**src/rtl/jtag_tap_ctrl_pkg.sv**
```systemverilog
// Shared TAP definitions: state encodings, BYPASS opcode helper and IR capture pattern.
package jtag_pkg;

  typedef enum logic [3:0] {
    TLR      = 4'd0,
    IDLE     = 4'd1,
    SEL_DR   = 4'd2,
    CAP_DR   = 4'd3,
    SHI_DR   = 4'd4,
    EXIT1_DR = 4'd5,
    PAUSE_DR = 4'd6,
    EXIT2_DR = 4'd7,
    UPD_DR   = 4'd8,
    SEL_IR   = 4'd9,
    CAP_IR   = 4'd10,
    SHI_IR   = 4'd11,
    EXIT1_IR = 4'd12,
    PAUSE_IR = 4'd13,
    EXIT2_IR = 4'd14,
    UPD_IR   = 4'd15
  } tap_state_t;

  localparam logic [1:0] IR_CAPTURE = 2'b01;

  // All-ones opcode of width w, right-aligned in 32 bits (the BYPASS opcode).
  function automatic logic [31:0] all_ones(input int unsigned w);
    if (w >= 32) return '1;
    return (32'd1 << w) - 32'd1;
  endfunction

endpackage

```
**src/rtl/jtag_tap_ctrl_fsm.sv**
```systemverilog
// 16-state TAP state machine: state register plus next-state logic only.
module jtag_tap_fsm
  import jtag_pkg::*;
(
  input  logic       TCLK,
  input  logic       TRSTN,
  input  logic       TMS,
  output tap_state_t state
);

  tap_state_t state_nxt;

  always_ff @(posedge TCLK) begin
    if (!TRSTN) state <= TLR;
    else        state <= state_nxt;
  end

  always_comb begin
    state_nxt = state;
    unique case (state)
      TLR:      state_nxt = TMS ? TLR      : IDLE;
      IDLE:     state_nxt = TMS ? SEL_DR   : IDLE;
      SEL_DR:   state_nxt = TMS ? SEL_IR   : CAP_DR;
      CAP_DR:   state_nxt = TMS ? EXIT1_DR : SHI_DR;
      SHI_DR:   state_nxt = TMS ? EXIT1_DR : SHI_DR;
      EXIT1_DR: state_nxt = TMS ? UPD_DR   : PAUSE_DR;
      PAUSE_DR: state_nxt = TMS ? EXIT2_DR : PAUSE_DR;
      EXIT2_DR: state_nxt = TMS ? UPD_DR   : SHI_DR;
      UPD_DR:   state_nxt = TMS ? SEL_DR   : IDLE;
      SEL_IR:   state_nxt = TMS ? TLR      : CAP_IR;
      CAP_IR:   state_nxt = TMS ? EXIT1_IR : SHI_IR;
      SHI_IR:   state_nxt = TMS ? EXIT1_IR : SHI_IR;
      EXIT1_IR: state_nxt = TMS ? UPD_IR   : PAUSE_IR;
      PAUSE_IR: state_nxt = TMS ? EXIT2_IR : PAUSE_IR;
      EXIT2_IR: state_nxt = TMS ? UPD_IR   : SHI_IR;
      UPD_IR:   state_nxt = TMS ? SEL_DR   : IDLE;
      default:  state_nxt = TLR;
    endcase
  end

endmodule

```
**src/rtl/jtag_tap_ctrl.sv**
```systemverilog
// JTAG TAP controller: IR, BYPASS and IDCODE registers, instruction decode,
// user DR strobe gating and TDO mux around the TAP state machine.
module jtag_tap_ctrl
  import jtag_pkg::*;
#(
  parameter int unsigned          IR_WIDTH     = 4,
  parameter logic [31:0]          IDCODE_VAL   = 32'h1000_0001,
  parameter logic [IR_WIDTH-1:0]  IDCODE_OP    = IR_WIDTH'(4'b0001),
  parameter int unsigned          NUM_USER     = 2,
  parameter logic [IR_WIDTH-1:0]  USER_OP_BASE = IR_WIDTH'(4'b1000)
) (
  input  logic                TCLK,
  input  logic                TRSTN,
  input  logic                TMS,
  input  logic                TDI,
  output logic                TDO,
  output logic                TDO_EN,
  output logic [3:0]          tap_state,
  output logic [IR_WIDTH-1:0] ir_q,
  output logic [NUM_USER-1:0] user_sel,
  output logic                CaptureDR,
  output logic                ShiftDR,
  output logic                UpdateDR,
  output logic                CaptureIR,
  output logic                ShiftIR,
  output logic                UpdateIR,
  input  logic [NUM_USER-1:0] user_tdo
);

  localparam logic [31:0] ONES_32   = all_ones(IR_WIDTH);
  localparam logic [31:0] USER_LAST = 32'(USER_OP_BASE) + 32'(NUM_USER) - 32'd1;

  // Parameter sanity: reject configurations that would alias opcodes.
  if (IR_WIDTH < 2) begin : g_err_irw
    $fatal(1, "jtag_tap_ctrl: IR_WIDTH must be at least 2");
  end
  if (NUM_USER < 1 || NUM_USER > 8) begin : g_err_nuser
    $fatal(1, "jtag_tap_ctrl: NUM_USER must be 1..8");
  end
  if (IDCODE_VAL[0] != 1'b1) begin : g_err_idval
    $fatal(1, "jtag_tap_ctrl: IDCODE_VAL bit 0 must be 1");
  end
  if (32'(IDCODE_OP) == ONES_32) begin : g_err_idop
    $fatal(1, "jtag_tap_ctrl: IDCODE_OP must not be the BYPASS opcode");
  end
  if (USER_LAST >= ONES_32) begin : g_err_urange
    $fatal(1, "jtag_tap_ctrl: user opcodes reach the BYPASS opcode");
  end
  if (32'(IDCODE_OP) >= 32'(USER_OP_BASE) && 32'(IDCODE_OP) <= USER_LAST) begin : g_err_overlap
    $fatal(1, "jtag_tap_ctrl: IDCODE_OP overlaps a user opcode");
  end

  tap_state_t          state;
  logic [IR_WIDTH-1:0] ir_shift;
  logic                bypass_q;
  logic [31:0]         idcode_shift;
  logic                sel_idcode;
  logic                sel_bypass;
  logic                user_any;

  jtag_tap_fsm u_fsm (
    .TCLK  (TCLK),
    .TRSTN (TRSTN),
    .TMS   (TMS),
    .state (state)
  );

  assign tap_state = 4'(state);

  // Instruction decode; unassigned opcodes fall back to BYPASS.
  always_comb begin
    user_sel = '0;
    for (int unsigned k = 0; k < NUM_USER; k++) begin
      if (ir_q == USER_OP_BASE + IR_WIDTH'(k)) user_sel[k] = 1'b1;
    end
    user_any   = |user_sel;
    sel_idcode = (ir_q == IDCODE_OP);
    sel_bypass = !sel_idcode && !user_any;
  end

  assign CaptureIR = (state == CAP_IR);
  assign ShiftIR   = (state == SHI_IR);
  assign UpdateIR  = (state == UPD_IR);
  assign CaptureDR = (state == CAP_DR) && user_any;
  assign ShiftDR   = (state == SHI_DR) && user_any;
  assign UpdateDR  = (state == UPD_DR) && user_any;
  assign TDO_EN    = (state == SHI_DR) || (state == SHI_IR);

  always_comb begin
    TDO = 1'b0;
    if (state == SHI_IR) begin
      TDO = ir_shift[0];
    end else if (state == SHI_DR) begin
      if (sel_idcode)    TDO = idcode_shift[0];
      else if (user_any) TDO = |(user_sel & user_tdo);
      else               TDO = bypass_q;
    end
  end

  // IR and built-in DRs; the capture/shift/update point is the clock leaving each state.
  always_ff @(posedge TCLK) begin
    if (!TRSTN) begin
      ir_q         <= IDCODE_OP;
      ir_shift     <= '0;
      bypass_q     <= 1'b0;
      idcode_shift <= '0;
    end else begin
      unique case (state)
        TLR:    ir_q     <= IDCODE_OP;
        CAP_IR: ir_shift <= IR_WIDTH'(IR_CAPTURE);
        SHI_IR: ir_shift <= {TDI, ir_shift[IR_WIDTH-1:1]};
        UPD_IR: ir_q     <= ir_shift;
        CAP_DR: begin
          if (sel_bypass) bypass_q     <= 1'b0;
          if (sel_idcode) idcode_shift <= IDCODE_VAL;
        end
        SHI_DR: begin
          if (sel_bypass) bypass_q     <= TDI;
          if (sel_idcode) idcode_shift <= {TDI, idcode_shift[31:1]};
        end
        default: ;
      endcase
    end
  end

endmodule

```
**config.mk**
```make
export PLATFORM = sky130hd
export DESIGN_NAME = jtag_tap_ctrl
export DESIGN_NICKNAME = d
export VERILOG_FILES = /design/src/rtl/jtag_tap_ctrl_pkg.sv /design/src/rtl/jtag_tap_ctrl_fsm.sv /design/src/rtl/jtag_tap_ctrl.sv
export SDC_FILE = /design/constraint.sdc
export NUM_CORES = 1
export LEC_CHECK = 0
export ABC_AREA = 1
export ABC_CLOCK_PERIOD_IN_PS = 1900
export CAP_MARGIN = 5
export CORE_MARGIN = 5
export CORE_UTILIZATION = 46
export CTS_CLUSTER_DIAMETER = 120
export DETAILED_ROUTE_END_ITERATION = 8
export PLACE_DENSITY = 0.68
export SKIP_CTS_REPAIR_TIMING = 1
export SLEW_MARGIN = 10
export SYNTH_ARGS = -nofsm -noshare
export SYNTH_HDL_FRONTEND = slang
export SYNTH_SLANG_ARGS = --single-unit
```
**constraint.sdc**
```tcl
create_clock -name TCLK -period 1.9 [get_ports TCLK]
set_input_delay 0.38 -clock TCLK [delete_from_list [all_inputs] [get_ports TCLK]]
set_output_delay 0.38 -clock TCLK [all_outputs]
set_load 0.05 [all_outputs]
```
# ---- Word level (Yosys, flattened, before mapping)
# Cells that the tools add are included.
dict set report totals {
  n_memories 0
  mem_bits_rw 0
  latch_bits 0
  ff_bits 45
  output_inout_bits 18
  in_bits 6
  mem_bits_ro 0
  wordCells 73
}
dict set report op_classes {
  reduce_logical 18
  order_cmp 0
  muxes 27
  bitwise_logic 1
  mul 0
  n_div 0
  addsub 0
  shift 0
  eq_ne 22
}
# cell count
set op_table {}
lappend op_table {{$mux W32} 2}
lappend op_table {{$pmux W32 S2} 1}
lappend op_table {{$pmux W4 S12} 1}
lappend op_table {{$eq A4 B4 Y1 const B} 10}
lappend op_table {{$eq A4 B3 Y1 const B} 4}
lappend op_table {{$mux W4} 4}
lappend op_table {{$pmux W4 S2} 2}
lappend op_table {{$mux W1} 11}
lappend op_table {{$eq A4 B1 Y1 const B} 2}
lappend op_table {{$eq A4 B2 Y1 const B} 2}
lappend op_table {{$ne A2 B2 Y1 const B} 4}
lappend op_table {{$reduce_or A2 Y1} 4}
lappend op_table {{$mux W2} 3}
lappend op_table {{$mux W3} 2}
lappend op_table {{$reduce_and A3 Y1} 2}
lappend op_table {{$reduce_bool A2 Y1} 3}
lappend op_table {{$logic_and A1 B1 Y1} 4}
lappend op_table {{$logic_not A4 Y1} 1}
lappend op_table {{$reduce_or A3 Y1} 1}
lappend op_table {{$and A2 B2 Y2} 1}
lappend op_table {{$logic_not A1 Y1} 2}
lappend op_table {{$pmux W1 S2} 1}
lappend op_table {{$logic_or A1 B1 Y1} 1}

# ---- Logic depth before layout (Yosys ltp)
# Gate-level depths: netlist of run 1.
dict set report depth {
  ltp_word 8
  mapped_depth 8
  mapped_depth_nobuf 8
}

# ---- Hierarchy
# From an unflattened synthesis of run 1, not the netlist that was laid out.
dict set report hier_totals {
  cells_unflattened 297
  area_unflattened_um2 2104.5
}
# module cells_per_inst instances area_each_um2 seq_area_each_um2
set by_module_without_submodules {}
lappend by_module_without_submodules {jtag_tap_ctrl 231 1 1745.4 820.8}
lappend by_module_without_submodules {jtag_tap_fsm 66 1 359.1 80.1}

# ---- Worst setup path before layout of run 1
# No wires, ideal clock.
dict set report synth_timing {
  kind {reg-to-output}
  startpoint {register u_fsm.state[3]}
  endpoint {output TDO_EN}
  arrival_time_ns 2.289
  t_required_ns 1.520
  path_buffers 0
  setup_slack_ns -0.769
  path_stages_with_launch 5
  path_cell_list {dfxtp_1 > inv_1 > nor2_2 > inv_1 > o21ai_0}
}
dict set report synth_via {
  elab_chain_cells 2
  word_cells_on_any_way 3
  cone_classes {eq/ne (2); reduce/logical (1)}
}
# item line
set synth_lines {}
lappend synth_lines {{start: declaration} jtag_tap_ctrl_fsm.sv:8} ;# output tap_state_t state
lappend synth_lines {{start signal: assignment} jtag_tap_ctrl_fsm.sv:15} ;# else state <= state_nxt;
lappend synth_lines {{$eq A4 B3 Y1 or $eq A4 B4 Y1 (tied branches)} jtag_tap_ctrl.sv:87} ;# assign TDO_EN = (state == SHI_DR) || (state == SHI_IR);
lappend synth_lines {{$logic_or A1 B1 Y1 *} jtag_tap_ctrl.sv:87}
lappend synth_lines {{end: declaration} jtag_tap_ctrl.sv:17} ;# output logic TDO_EN,
# Mark *: on every way between the ends. The rest lies on a longest branch, timed or not.

# ---- Worst setup path after layout of run 1
dict set report layout_timing {
  startpoint {register u_fsm.state[2]}
  endpoint {output TDO}
}
dict set report layout_via {
  elab_chain_cells 3
  word_cells_on_any_way 4
  cone_classes {eq/ne (2); mux (2)}
}
# item line
set layout_lines {}
lappend layout_lines {{$eq A4 B3 Y1} jtag_tap_ctrl.sv:93} ;# end else if (state == SHI_DR) begin
lappend layout_lines {{$mux W1} jtag_tap_ctrl.sv:93}
lappend layout_lines {{$mux W1 *} jtag_tap_ctrl.sv:91} ;# if (state == SHI_IR) begin
lappend layout_lines {{end: declaration} jtag_tap_ctrl.sv:16} ;# output logic TDO,
# Marks and branches as above.

==> results of run 1 <==
-- worst max-delay path, stage by stage, from the launching register on --
cell,delay [ps]
dfxtp_4,400
inv_4,50
nor2_8,120
nand2_4,110
nor2_4,100
inv_2,50
o211ai_1,290
buf_12,180
-- power by group through the flow --
| stage | clock network [W] | logic, W | registers [W] |
|---|---|---|---|
| 2_1_floorplan | 0 | 0.0000827 | 0.000998 |
| 3_3_place_gp | 0 | 0.000142 | 0.000983 |
| 3_5_place_dp | 0 | 0.000142 | 0.000983 |
| 4_1_cts | 0.000635 | 0.000142 | 0.000961 |
| 5_1_grt | 0.000681 | 0.000154 | 0.000963 |
| 6_report | 0.000609 | 0.000141 | 0.000961 |
-- worst max-delay path by stage --
stage,start,to,slack [ps],cells after the start
after floorplan,u_fsm.state[2],TDO,-170,6
after global placement,user_tdo[0],TDO,110,6
after detailed placement,user_tdo[0],TDO,110,6
after CTS,u_fsm.state[2],TDO,-120,7
after global routing,u_fsm.state[2],TDO,-200,7
final,u_fsm.state[2],TDO,-90,7
-- state kept, by name, summed over array words and instances (netlist names) --
| register | count |
|---|---|
| idcode_shift | 32 |
| ir_q | 4 |
| ir_shift | 4 |
| u_fsm.state | 4 |
| bypass_q | 1 |
-- layout make-up --
class	instances	area [um2]	share of cell area, %
Clock buffer	5	68.8	2.81
Tap cell	50	62.6	2.55
Multi-Input combinational cell	198	933	38.1
Timing Repair Buffer	27	370	15.1
Clock inverter	3	25.0	1.02
Sequential cell	45	918	37.5
Inverter	17	71.3	2.91
-- cell usage in the layout (no fill, tap or decap) --
| cell type | synthesis | layout |
|---|---|---|
| nor2_4 | 3 | 4 |
| clkbuf_8 | 0 | 5 |
| a21oi_1 | 47 | 47 |
| nor2_1 | 15 | 13 |
| inv_4 | 0 | 1 |
| nor3_2 | 0 | 1 |
| clkdlybuf4s50_1 | 0 | 6 |
| o21bai_1 | 1 | 1 |
| o21ai_1 | 1 | 2 |
| clkinvlp_4 | 0 | 1 |
| inv_2 | 3 | 4 |
| dlymetal6s2s_1 | 0 | 3 |
| nor2_2 | 3 | 4 |
| buf_12 | 0 | 11 |
| o22ai_1 | 1 | 1 |
| nand2_2 | 1 | 2 |
| dfxtp_4 | 0 | 3 |
| o211ai_1 | 2 | 2 |
| nand3_1 | 10 | 10 |
| nand2_4 | 4 | 4 |
| clkinv_4 | 1 | 2 |
| dfxtp_1 | 45 | 37 |
| dfxtp_2 | 0 | 5 |
| inv_1 | 13 | 11 |
| nand2_1 | 103 | 102 |
| o21ai_0 | 5 | 4 |
| nor2_8 | 1 | 1 |
| buf_4 | 3 | 7 |
| inv_6 | 0 | 1 |
-- logic make-up after synthesis --
kind of cell,count (synthesis)
flops,45
simple gates,141
compound gates,57
buf+inv,27
-- metal layers --
metal  up-vias  global-route usage (%)
li1        915                       -
met2        46                    28.0
met5         -                       0
met4         0                    6.99
met3         7                    4.67
met1       797                    20.4
-- per-stage QoR --
stage	total power, W	worst slack (ps)
CTS	0.00174	-116
detailed placement	0.00112	106
floorplan	0.00108	-173
global placement	0.00113	112
global route	0.00180	-204
finish	0.00171	-94.7
==> results.tsv, run 1 <==
metric	value	unit
fin. max-slew vios	0	
initial antenna violation count	0	
Async SR Flop Fraction	0	%
r2r worst-path depth	6	
Syn Nets	276	
mapped cell area	1960	um2
count of state elements after synthesis	45	
Sink Count	45	
Yosys top cell by area	dfxtp_1	
post-route non-filler standard cell count	345	
Mapped Avg Cell Area	7.25	um2
final worst slack	-94.7	ps
Synth Area in Compound Gates	15.0	%
CTS clk-pin slew, worst paths	90	ps
R2R Setup Slk	460	ps
Comb power frac	8.3	%
mux contribution to synthesized area	0	%
Clock Path Buffers	2	
fin crit period	1990	ps
share of cells above drive strength 1	19.0	%
met1 WL	1.89	mm
GRT Overall Usage	16.8	%
Crit. End Element	output pin	
main combinational cell family by area after synthesis	simple AND/OR/NAND/NOR gates	
Crit path required time	1520	ps
r2r endpoint	idcode_shift[7]	
Ys Warns	0	
die area	5660	um2
fin crit share	105	%
Cell Int Power	0.00126	W
Hold Crit Class	reg2reg	
worst flop-to-flop path startpoint	u_fsm.state[2]	
post-layout util	60.4	%
first-pass GRT wire length	7.27	mm
RSZ-0062 raised after global routing	yes	
maximum number of pins on one net before global-route repair	36	
Worst Max-Slew Pin Slew	514	ps
core box area	4060	um2
clock latency on the worst-skew pair	300	ps
Worst Hold Depth	2	
Simple-Gate Fraction of Synth Area	31.8	%
met2 WL	1.88	mm
Max VDD drop	0.618	mV
number of vias per cell	5.12	
Pwr Density	699	nW/um2
Area growth, synth to finish	25.2	%
Post-synth top cells	nand2_1 (103), a21oi_1 (47), dfxtp_1 (45), nor2_1 (15), inv_1 (13)	
TritonCTS clock tree	built	
share of the synthesized area in the top cell type	46.0	%
Std-Cell Rows	23	
Finished Cell Area	2450	um2
XOR/XNOR Fraction of Synth Area	0	%
final setup TNS	-94.7	ps
failing checks	negative setup slack	
CTS H-Tree Depth	2	
post-DP HPWL	2.97	mm
die width	75.2	um
clock share of power	35.6	%
DRC viols	0	
Placed Area	2350	um2
number of synthesized flops with an enable pin	0	
drt pass-1 iters	4	
CP Launch Type	flip-flop	
Clock Skews	10.6	ps
CP max FO	7	
total gr overflow	0	
Total Nets Final	300	
Net Sw Frac	26.5	%
DR vias	1765	
outcome	finished with violations	
top layer in use	met4	
IO buf count	23	
area share of fa/ha/maj cells after synthesis	0	%
fmax	501	MHz
Mapped Cells	270	
post-synthesis sequential area ratio	46.0	%
Hold Path Sink	idcode_shift[2]	
worst setup path class	reg2out	
Synth Flop Type	dfxtp_1	
Inst Count DP	337	
max-cap violations	0	
met3 wire length	295	um
1st-iter DRT viols	98	
num ports	24	
WL final	4.15	mm
fillers	380	
hold_sp	idcode_shift[3]	
Root Driver	clkbuf_8	
Routed Antenna Nets	0	
Initial Util	48.2	%
max_slew headroom	65.7	%
Final Hold Slack	455	ps
clock buffer count from CTS	5	
Chip Height	75.2	um
Synth cell types	22	
GP Congestion	0.904	
Leak	0.924	nW
top post-synthesis cells by area	dfxtp_1 (46%), nand2_1 (20%), a21oi_1 (12%)	
switching power	0.000454	W
most common cell in the synthesized netlist	nand2_1	
Antenna diodes	0	
final hold vios	0	
vias in the first global route	1674	
Critical Path AT	1610	ps
DR WL/cell	12.0	um
setup violators final	1	
sequential share of power	56.1	%
(Power assumes the default switching activity.)
==> inputs of run 2 (changes only) <==
--- a/config.mk
+++ b/config.mk
@@ -13,4 +13,5 @@
 export CTS_CLUSTER_DIAMETER = 120
 export DETAILED_ROUTE_END_ITERATION = 8
+export HOLD_SLACK_MARGIN = 0.06
 export PLACE_DENSITY = 0.68
 export SKIP_CTS_REPAIR_TIMING = 1
==> constraint.sdc (replaced) <==
create_clock -name TCLK -period 1.9 [get_ports TCLK]
set_input_delay 0.38 -clock TCLK [delete_from_list [all_inputs] [get_ports TCLK]]
set_output_delay 0.38 -clock TCLK [all_outputs]
set_load 0.02 [all_outputs]
==> run 2 against run 1 <==
  * The flow now finishes without violations
  * Clock skew shrank 4.4 ps
  * First-iteration DRC count shrank 19%
  * Combinational power grew 9%
  * Total power grew 3.6%
  * Clock power grew 8.7%
  * Die area is the same
  * Design area grew 4.4%
  * Maximum frequency grew 6.5%
  * Worst setup slack gained 120 ps
  * Via count grew 2.9%
  * Largest power group unchanged
==> results.tsv, run 2 (synthesis results as in run 1) <==
metric	value	unit
cell mode on critical path	inv_2	
fillers	397	
slowest CP cell	dfxtp_1	
TritonCTS clock tree	built	
met3 wire length	221	um
Worst Max-Slew Pin Slew	312	ps
final hold vios	0	
outcome	finished, final reports clean	
GRT Overall Usage	16.3	%
max-cap violations	0	
Finished Cell Area	2560	um2
fin crit share	98.6	%
Antenna diodes	0	
worst setup path class	reg2out	
max_slew headroom	79.2	%
num ports	24	
Sink Count	45	
Root Driver	clkbuf_8	
met2 WL	1.93	mm
Std-Cell Rows	23	
vias in the first global route	1614	
Chip Height	75.2	um
Critical Path AT	1490	ps
final setup TNS	0	ps
met1 WL	2.03	mm
1st-iter DRT viols	79	
fmax	534	MHz
CP Launch Type	flip-flop	
DRC viols	0	
most common cell after layout, fill and taps aside	nand2_1	
worst-path cell chain	inv_2 -> nor2_1 -> nand2_1 -> nor2_4 -> inv_2 -> o211ai_1 -> buf_2	
setup violators final	0	
Initial Util	48.2	%
Max VDD drop	0.461	mV
Total Nets Final	330	
Largest register FFs	32	
IO buf count	23	
Leak	1.12	nW
initial antenna violation count	0	
Routed Antenna Nets	0	
core box area	4060	um2
fin. max-slew vios	0	
post-DP HPWL	3.08	mm
first-pass GRT wire length	6.98	mm
Crit. End Element	output pin	
clock latency on the worst-skew pair	300	ps
GP Congestion	0.891	
number of vias per cell	4.84	
share of cells above drive strength 1	21.8	%
WL final	4.24	mm
Placed Area	2450	um2
Area growth, synth to finish	30.8	%
Hold Crit Class	reg2reg	
total power	0.00177	W
Crit path required time	1520	ps
commonest cells after routing, fill and taps aside	nand2_1 (103), a21oi_1 (46), dfxtp_1 (40), buf_4 (33), nor2_1 (14)	
CP peak stage delay	350	ps
CP max FO	3	
Largest Register	idcode_shift	
die area	5660	um2
total gr overflow	0	
DP Worst Slack	-282	ps
RSZ-0062 raised after global routing	yes	
Clock Path Buffers	2	
drt pass-1 iters	4	
CTS clk-pin slew, worst paths	80	ps
clock buffer count from CTS	5	
CTS H-Tree Depth	2	
final worst slack	27.0	ps
Clock Skews	6.25	ps
fin crit period	1870	ps
DR vias	1816	
top layer in use	met4	
maximum number of pins on one net before global-route repair	41	
DR WL/cell	11.3	um
Final Hold Slack	462	ps
Pwr Density	693	nW/um2
die width	75.2	um
## run 2: changes by cell type in the layout (fill, tap and decap cells not counted), moves of 2 or more
cell,previous run,this run
dfxtp_1,37,40
buf_4,7,33
buf_2,0,2
clkbuf_8,5,7
clkdlybuf4s50_1,6,11
clkbuf_2,0,3
buf_12,11,1
dfxtp_4,3,1
dlymetal6s2s_1,3,7
## run 2: final cells by class
| cell class | count | area (um2) | area share (%) |
|---|---|---|---|
| tap | 50 | 62.6 | 2.44 |
| timing repair buffer | 57 | 490 | 19.2 |
| inverter | 17 | 68.8 | 2.69 |
| clock buffer | 7 | 96.3 | 3.77 |
| clock inverter | 1 | 8.76 | 0.342 |
| sequential | 45 | 910 | 35.6 |
| multi-input combinational | 198 | 922 | 36.0 |
## run 2: final timing paths
path / startpoint / cells past startpoint / end / slack, ps
max: ir_q[0] / 7 / TDO / 30
min: idcode_shift[0] / 2 / idcode_shift[0] / 460
max reg2reg: u_fsm.state[1] / 10 / idcode_shift[27] / 360
min reg2reg: idcode_shift[0] / 2 / idcode_shift[0] / 460
## run 2: metrics by stage
step | utilization (%) | cells
floorplan | - | 270
CTS | 62.9 | 375
detailed placement | 60.3 | 367
finish | 63.1 | 375
global route | 63.1 | 375
global placement | 60.3 | 367
## run 2: power breakdown
part           total [W]  leakage (nW)  internal [W]  switching, W
clock network   0.000662        0.0549      0.000336      0.000326
registers       0.000957         0.365      0.000949    0.00000858
logic           0.000154         0.703     0.0000625     0.0000911
## run 2: worst max-delay path: cells and delay by family (launching register included)
family | cells | cell delay (ps)
and+or+nand+nor | 3 | 360
DFF | 1 | 350
buffers and inverters | 3 | 290
AOI/OAI and AO/OA | 1 | 200
## run 2: metal layers
metal | up-vias | GRT usage [%]
met5 | - | 0
met4 | 0 | 5.83
met3 | 6 | 3.87
met2 | 39 | 27.1
met1 | 801 | 20.6
li1 | 970 | -
